==> config.mk <==
export PLATFORM = sky130hd
export DESIGN_NAME = bus_arbiter
export DESIGN_NICKNAME = d
export VERILOG_FILES = /design/src/rtl/bus_arbiter_pkg.sv /design/src/rtl/bus_arbiter.sv
export SDC_FILE = /design/constraint.sdc
export NUM_CORES = 1
export LEC_CHECK = 0
export BUFFER_PORTS_ARGS = -buffer_cell sky130_fd_sc_hd__buf_4
export CAP_MARGIN = 20
export CORE_MARGIN = 2
export CORE_UTILIZATION = 48
export DETAILED_ROUTE_END_ITERATION = 10
export PLACE_DENSITY = 0.93
export SLEW_MARGIN = 20
export SYNTH_ARGS = -nofsm -noshare
export SYNTH_HDL_FRONTEND = slang
export SYNTH_SLANG_ARGS = --single-unit
==> constraint.sdc <==
create_clock -name clk -period 3.6 [get_ports clk]
set_input_delay 0.72 -clock clk [delete_from_list [all_inputs] [get_ports clk]]
set_output_delay 0.72 -clock clk [all_outputs]
set_load 0.1 [all_outputs]
==> src/rtl/bus_arbiter_pkg.sv <==
// bus_arbiter shared types and constants.
// Arbiter state encoding, ctrl stall bit positions and bus width.
package bus_arbiter_pkg;

    typedef enum logic [1:0] {
        ArbIdle    = 2'd0,
        ArbBusyMem = 2'd1,
        ArbBusyIf  = 2'd2
    } arb_state_e;

    localparam int StallIfBit  = 1;
    localparam int StallMemBit = 4;
    localparam int RegBus      = 32;

    localparam logic [3:0] SelAll = 4'b1111;

endpackage

==> src/rtl/bus_arbiter.sv <==
// Shares one Wishbone-classic master between instruction fetch and data access.
// Data port wins ties; completed results are held until the owning stage advances.
module bus_arbiter
    import bus_arbiter_pkg::*;
#(
    parameter int ADDR_W = 32,
    parameter int DATA_W = 32
) (
    input  logic              clk,
    input  logic              rst,
    input  logic [5:0]        stall_i,
    input  logic              flush_i,
    input  logic              if_ce_i,
    input  logic [ADDR_W-1:0] if_addr_i,
    output logic [DATA_W-1:0] if_data_o,
    output logic              if_stallreq_o,
    input  logic              mem_ce_i,
    input  logic              mem_we_i,
    input  logic [3:0]        mem_sel_i,
    input  logic [ADDR_W-1:0] mem_addr_i,
    input  logic [DATA_W-1:0] mem_data_i,
    output logic [DATA_W-1:0] mem_data_o,
    output logic              mem_stallreq_o,
    output logic              wb_cyc_o,
    output logic              wb_stb_o,
    output logic              wb_we_o,
    output logic [3:0]        wb_sel_o,
    output logic [ADDR_W-1:0] wb_adr_o,
    output logic [DATA_W-1:0] wb_dat_o,
    input  logic [DATA_W-1:0] wb_dat_i,
    input  logic              wb_ack_i
);

    arb_state_e        state_q, state_d;
    logic              cyc_q, cyc_d;
    logic              we_q, we_d;
    logic [3:0]        sel_q, sel_d;
    logic [ADDR_W-1:0] adr_q, adr_d;
    logic [DATA_W-1:0] dat_q, dat_d;
    logic [DATA_W-1:0] if_buf_q, if_buf_d;
    logic [DATA_W-1:0] mem_buf_q, mem_buf_d;
    logic              done_if_q, done_if_d;
    logic              done_mem_q, done_mem_d;
    logic              discard_q, discard_d;

    logic unused_stall;
    assign unused_stall = ^{stall_i[5], stall_i[3:2], stall_i[0]};

    always_comb begin
        state_d    = state_q;
        cyc_d      = cyc_q;
        we_d       = we_q;
        sel_d      = sel_q;
        adr_d      = adr_q;
        dat_d      = dat_q;
        if_buf_d   = if_buf_q;
        mem_buf_d  = mem_buf_q;
        discard_d  = discard_q;
        done_if_d  = done_if_q & stall_i[StallIfBit] & ~flush_i;
        done_mem_d = done_mem_q & stall_i[StallMemBit] & ~flush_i;

        unique case (state_q)
            ArbIdle: begin
                if (mem_ce_i && !done_mem_q && !flush_i) begin
                    state_d = ArbBusyMem;
                    cyc_d   = 1'b1;
                    we_d    = mem_we_i;
                    sel_d   = mem_sel_i;
                    adr_d   = mem_addr_i;
                    dat_d   = mem_data_i;
                end else if (if_ce_i && !done_if_q && !flush_i) begin
                    state_d = ArbBusyIf;
                    cyc_d   = 1'b1;
                    we_d    = 1'b0;
                    sel_d   = SelAll;
                    adr_d   = if_addr_i;
                end
            end
            ArbBusyMem, ArbBusyIf: begin
                if (flush_i) begin
                    discard_d = 1'b1;
                end
                if (wb_ack_i) begin
                    state_d   = ArbIdle;
                    cyc_d     = 1'b0;
                    we_d      = 1'b0;
                    discard_d = 1'b0;
                    // An ack outranks a same-cycle release of the buffer
                    if (!discard_q) begin
                        if (state_q == ArbBusyMem) begin
                            done_mem_d = 1'b1;
                            if (!we_q) begin
                                mem_buf_d = wb_dat_i;
                            end
                        end else begin
                            done_if_d = 1'b1;
                            if_buf_d  = wb_dat_i;
                        end
                    end
                end
            end
            default: begin
                state_d = ArbIdle;
                cyc_d   = 1'b0;
                we_d    = 1'b0;
            end
        endcase
    end

    always_ff @(posedge clk) begin
        if (rst) begin
            state_q    <= ArbIdle;
            cyc_q      <= 1'b0;
            we_q       <= 1'b0;
            sel_q      <= '0;
            adr_q      <= '0;
            dat_q      <= '0;
            if_buf_q   <= '0;
            mem_buf_q  <= '0;
            done_if_q  <= 1'b0;
            done_mem_q <= 1'b0;
            discard_q  <= 1'b0;
        end else begin
            state_q    <= state_d;
            cyc_q      <= cyc_d;
            we_q       <= we_d;
            sel_q      <= sel_d;
            adr_q      <= adr_d;
            dat_q      <= dat_d;
            if_buf_q   <= if_buf_d;
            mem_buf_q  <= mem_buf_d;
            done_if_q  <= done_if_d;
            done_mem_q <= done_mem_d;
            discard_q  <= discard_d;
        end
    end

    assign if_stallreq_o  = if_ce_i & ~done_if_q;
    assign mem_stallreq_o = mem_ce_i & ~done_mem_q;
    assign if_data_o      = if_buf_q;
    assign mem_data_o     = mem_buf_q;
    assign wb_cyc_o       = cyc_q;
    assign wb_stb_o       = cyc_q;
    assign wb_we_o        = we_q;
    assign wb_sel_o       = sel_q;
    assign wb_adr_o       = adr_q;
    assign wb_dat_o       = dat_q;

endmodule

==> summary.md <==
| Metric | Value |
|---|---|
| Gr usage total | `25.2%` |
| Die Area | `11,800 um2` |
| Final hold viol count | `0` |
| Layout area overhead | `51.7%` |
| Final setup TNS | `0 ns` |
| Slew @ Worst Pin | `0.976 ns` |
| Antenna violations before repair | `0` |
| Critical path peak fanout | `32` |
| Initial Util | `49.0%` |
| Pin count of the biggest net entering global routing | `74` |
| TritonCTS Buffers | `17` |
| Worst Setup SP | `state_q[1]` |
| GR Overflow Total | `0` |
| Syn_area_per_cell | `8.40 um2` |
| Max Cap Viol | `0` |
| Crit start category | `flop` |
| Min-delay worst type | `primary input to flop` |
| Clk buf depth | `2` |
| Critical Path Max Stage Delay | `0.60 ns` |
| CP Cell Sequence | `inv_1 > ha_1 > nand2b_1 > a21oi_4 > buf_4 > nor2_1 > a211oi_1` |
| First-pass GRT wire length | `23.1 mm` |
| Switching Fraction | `34.5%` |
| Setup Buffers After CTS | `0` |
| Warnings from Yosys | `0` |
| Reg2reg start | `state_q[1]` |
| Min Clock Period, post-route | `2.16 ns` |
| Sink Count | `139` |
| Reg power frac | `34.9%` |
| Routed via count | `5,188` |
| NetSw | `1.67 mW` |
| CTS clk-pin slew, worst paths | `0.06 ns` |
| Depth of the worst register-to-register path | `7` |
| Peak supply drop | `309 uV` |
| Drt wl/cell | `14.3 um` |
| First DRT Iteration DRCs | `415` |
| Internal power | `3.17 mW` |
| Logic pwr share | `26.3%` |
| Flops & latches, synth | `139` |
| Post-route ant nets | `0` |
| Status | `finished clean` |
| TritonCTS clock tree | `done` |
| Final setup violation count | `0` |
| Vias in the first global route | `4,838` |
| Nature of the critical path endpoint | `flop` |
| CP required | `4.01 ns` |
| Core Util, Final | `74.3%` |
| Layout filler cell count | `792` |
| Register area | `2780 um2` |
| Leak | `3.59 nW` |
| Detailed Routing Iterations Pass 1 | `4` |
| Clk root buf | `clkbuf_8` |
| DRC viols | `0` |
| Synth unique cells | `29` |
| Clock power share | `38.8%` |
| Worst EP arrival | `2.58 ns` |
| Final worst-path cycle share | `60.1%` |
| # nets final | `1,030` |
| DRT Wirelength | `14.9 mm` |
| Syn_nets | `773` |
| CORE AREA | `10,700 um2` |
| # diodes | `0` |
| Crit path capture | `wb_adr_o[11]` |
| Pwr/cell area | `608 nW/um2` |
| Io pins | `282` |
| Pins over their slew limit | `0` |
| Sequential area share after synthesis | `52.9%` |
| CP max stage cell | `a21oi_4` |
| Later-pin clock latency in the skew report | `0.50 ns` |
| H-tree Lvls | `4` |
| Clk_skew | `0.00518 ns` |
| Die Span Y | `109 um` |
| Worst hold slack | `0.433 ns` |
| Critical path class | `flop to flop` |
| GP Congestion | `0.804` |
| Hold_buf cts | `0` |
| Area of the multi-input gates | `2200 um2` |
| PostCTS Resize Cnt | `0` |
| Mapped Area | `5260 um2` |
| Unrepaired setup endpoints after global routing | `false` |
| Inst Count DP | `1,004` |
| Buffers on Ports | `277` |
| Die X | `109 um` |
| R2R Path End | `wb_adr_o[11]` |
| Finished Layout Cells | `1,036` |
| Vias per Instance | `5.01` |
| Power consumption | `4.85 mW` |
| Fmax | `462 MHz` |
| Post-Syn Instances | `626` |
| Rel. slew slack | `34.9%` |
| R2R Setup Slk | `1.44 ns` |
| Share of cells above drive strength 1 | `36.2%` |
| Final HPWL DP | `10.5 mm` |
| Site Rows | `38` |
per-layer routing:
metal  up-vias  part of all wire, %  global-route usage (%)
met2       213                   51                    43.8
met5         -                    0                       0
met3        31                  8.2                    7.47
met1      2339                   38                    28.4
li1       2605                    -                       -
met4         0                  2.7                    11.6
flip-flops by register name, summed over array words and instances, names as in the netlist:
register / cells
wb_we_o: 1
wb_adr_o: 32
done_if_q: 1
state_q: 2
wb_sel_o: 4
mem_data_o: 32
wb_cyc_o: 1
if_data_o: 32
done_mem_q: 1
discard_q: 1
wb_dat_o: 32
placed cells by master, fill, tap and decap left out, drive strengths merged:
cell type  instances
a211oi            34
a21o               1
a21oi            103
a31oi              2
buf              286
bufinv             5
clkbuf            18
clkinv             6
clkinvlp           2
dfxtp            139
ha                 2
inv                5
mux2i             32
nand2            195
nand2b             4
nand3              3
nand3b             2
nand4              1
nand4b             1
nor2              43
nor2b              1
nor3               7
or2                3
or3                1
worst max-delay path: cells and delay by family (launching register included):
kind / cells / cell delay [ns]
buffers and inverters: 2 / 0.43
AND/OR/NAND/NOR: 2 / 0.22
AO/OA/AOI/OAI: 2 / 0.81
flip-flops: 1 / 0.33
adder cells (fa/ha/maj): 1 / 0.27
how the worst min path moves through the flow:
stage / end / cells after the start / start / slack [ns]
floorplan: done_if_q / 2 / done_if_q / 0.45
global placement: wb_dat_o[9] / 2 / wb_dat_o[9] / 0.44
detailed placement: wb_dat_o[4] / 2 / wb_dat_o[4] / 0.45
CTS: discard_q / 2 / wb_ack_i / 0.40
global route: discard_q / 2 / wb_ack_i / 0.41
finish: discard_q / 2 / wb_ack_i / 0.43
Yosys cell counts, drive strengths merged:
| library cell | number | area [um2] |
|---|---|---|
| nand4 | 1 | 6.26 |
| mux2i | 32 | 320 |
| nand4b | 1 | 8.76 |
| a211oi | 34 | 255 |
| a21o | 1 | 7.51 |
| nor3 | 7 | 40.0 |
| nand2 | 195 | 732 |
| nor2b | 1 | 6.26 |
| a21oi | 103 | 519 |
| a31oi | 2 | 12.5 |
| nand3b | 2 | 15.0 |
| nand2b | 4 | 32.5 |
| or2 | 3 | 18.8 |
| dfxtp | 139 | 2780 |
| nor2 | 43 | 164 |
| clkbuf | 17 | 63.8 |
| ha | 2 | 25.0 |
| or3 | 1 | 6.26 |
| inv | 4 | 15.0 |
| nand3 | 3 | 15.0 |
| buf | 31 | 215 |
per-stage QoR:
| step | instance area [um2] | worst slack [ns] |
|---|---|---|
| 3_3_place_gp | 7330 | 1.25 |
| 6_report | 7980 | 1.44 |
| 5_1_grt | 7980 | 1.19 |
| 4_1_cts | 7980 | 1.43 |
| 2_1_floorplan | 5260 | 1.46 |
| 3_5_place_dp | 7330 | 1.20 |
area by class of cell:
cell class	instances	share of cell area, %
clock buffers	18	5.36
clock inverters	14	2.74
inverters	4	0.188
multi-input cells	435	27.6
flip-flops and latches	139	34.9
well taps	140	2.20
repair buffers	286	27.1
cells by family after synthesis:
logic type | synth area share (%)
DFF | 52.9
muxes | 6.09
and+or+nand+nor | 19.9
adders and majority gates | 0.476
AOI/OAI and AO/OA | 15.1
buffers and inverters | 5.59
power by group through the flow:
stage | Combinational, mW | Sequential (mW) | Clock, mW
after global routing | 1.34 | 1.70 | 1.98
after floorplan | 0.289 | 2.38 | 0
final | 1.28 | 1.69 | 1.88
after CTS | 1.28 | 1.69 | 1.91
after global placement | 1.26 | 1.72 | 0
after detailed placement | 1.28 | 1.72 | 0
Note: power is estimated with default switching activity, not from simulation.
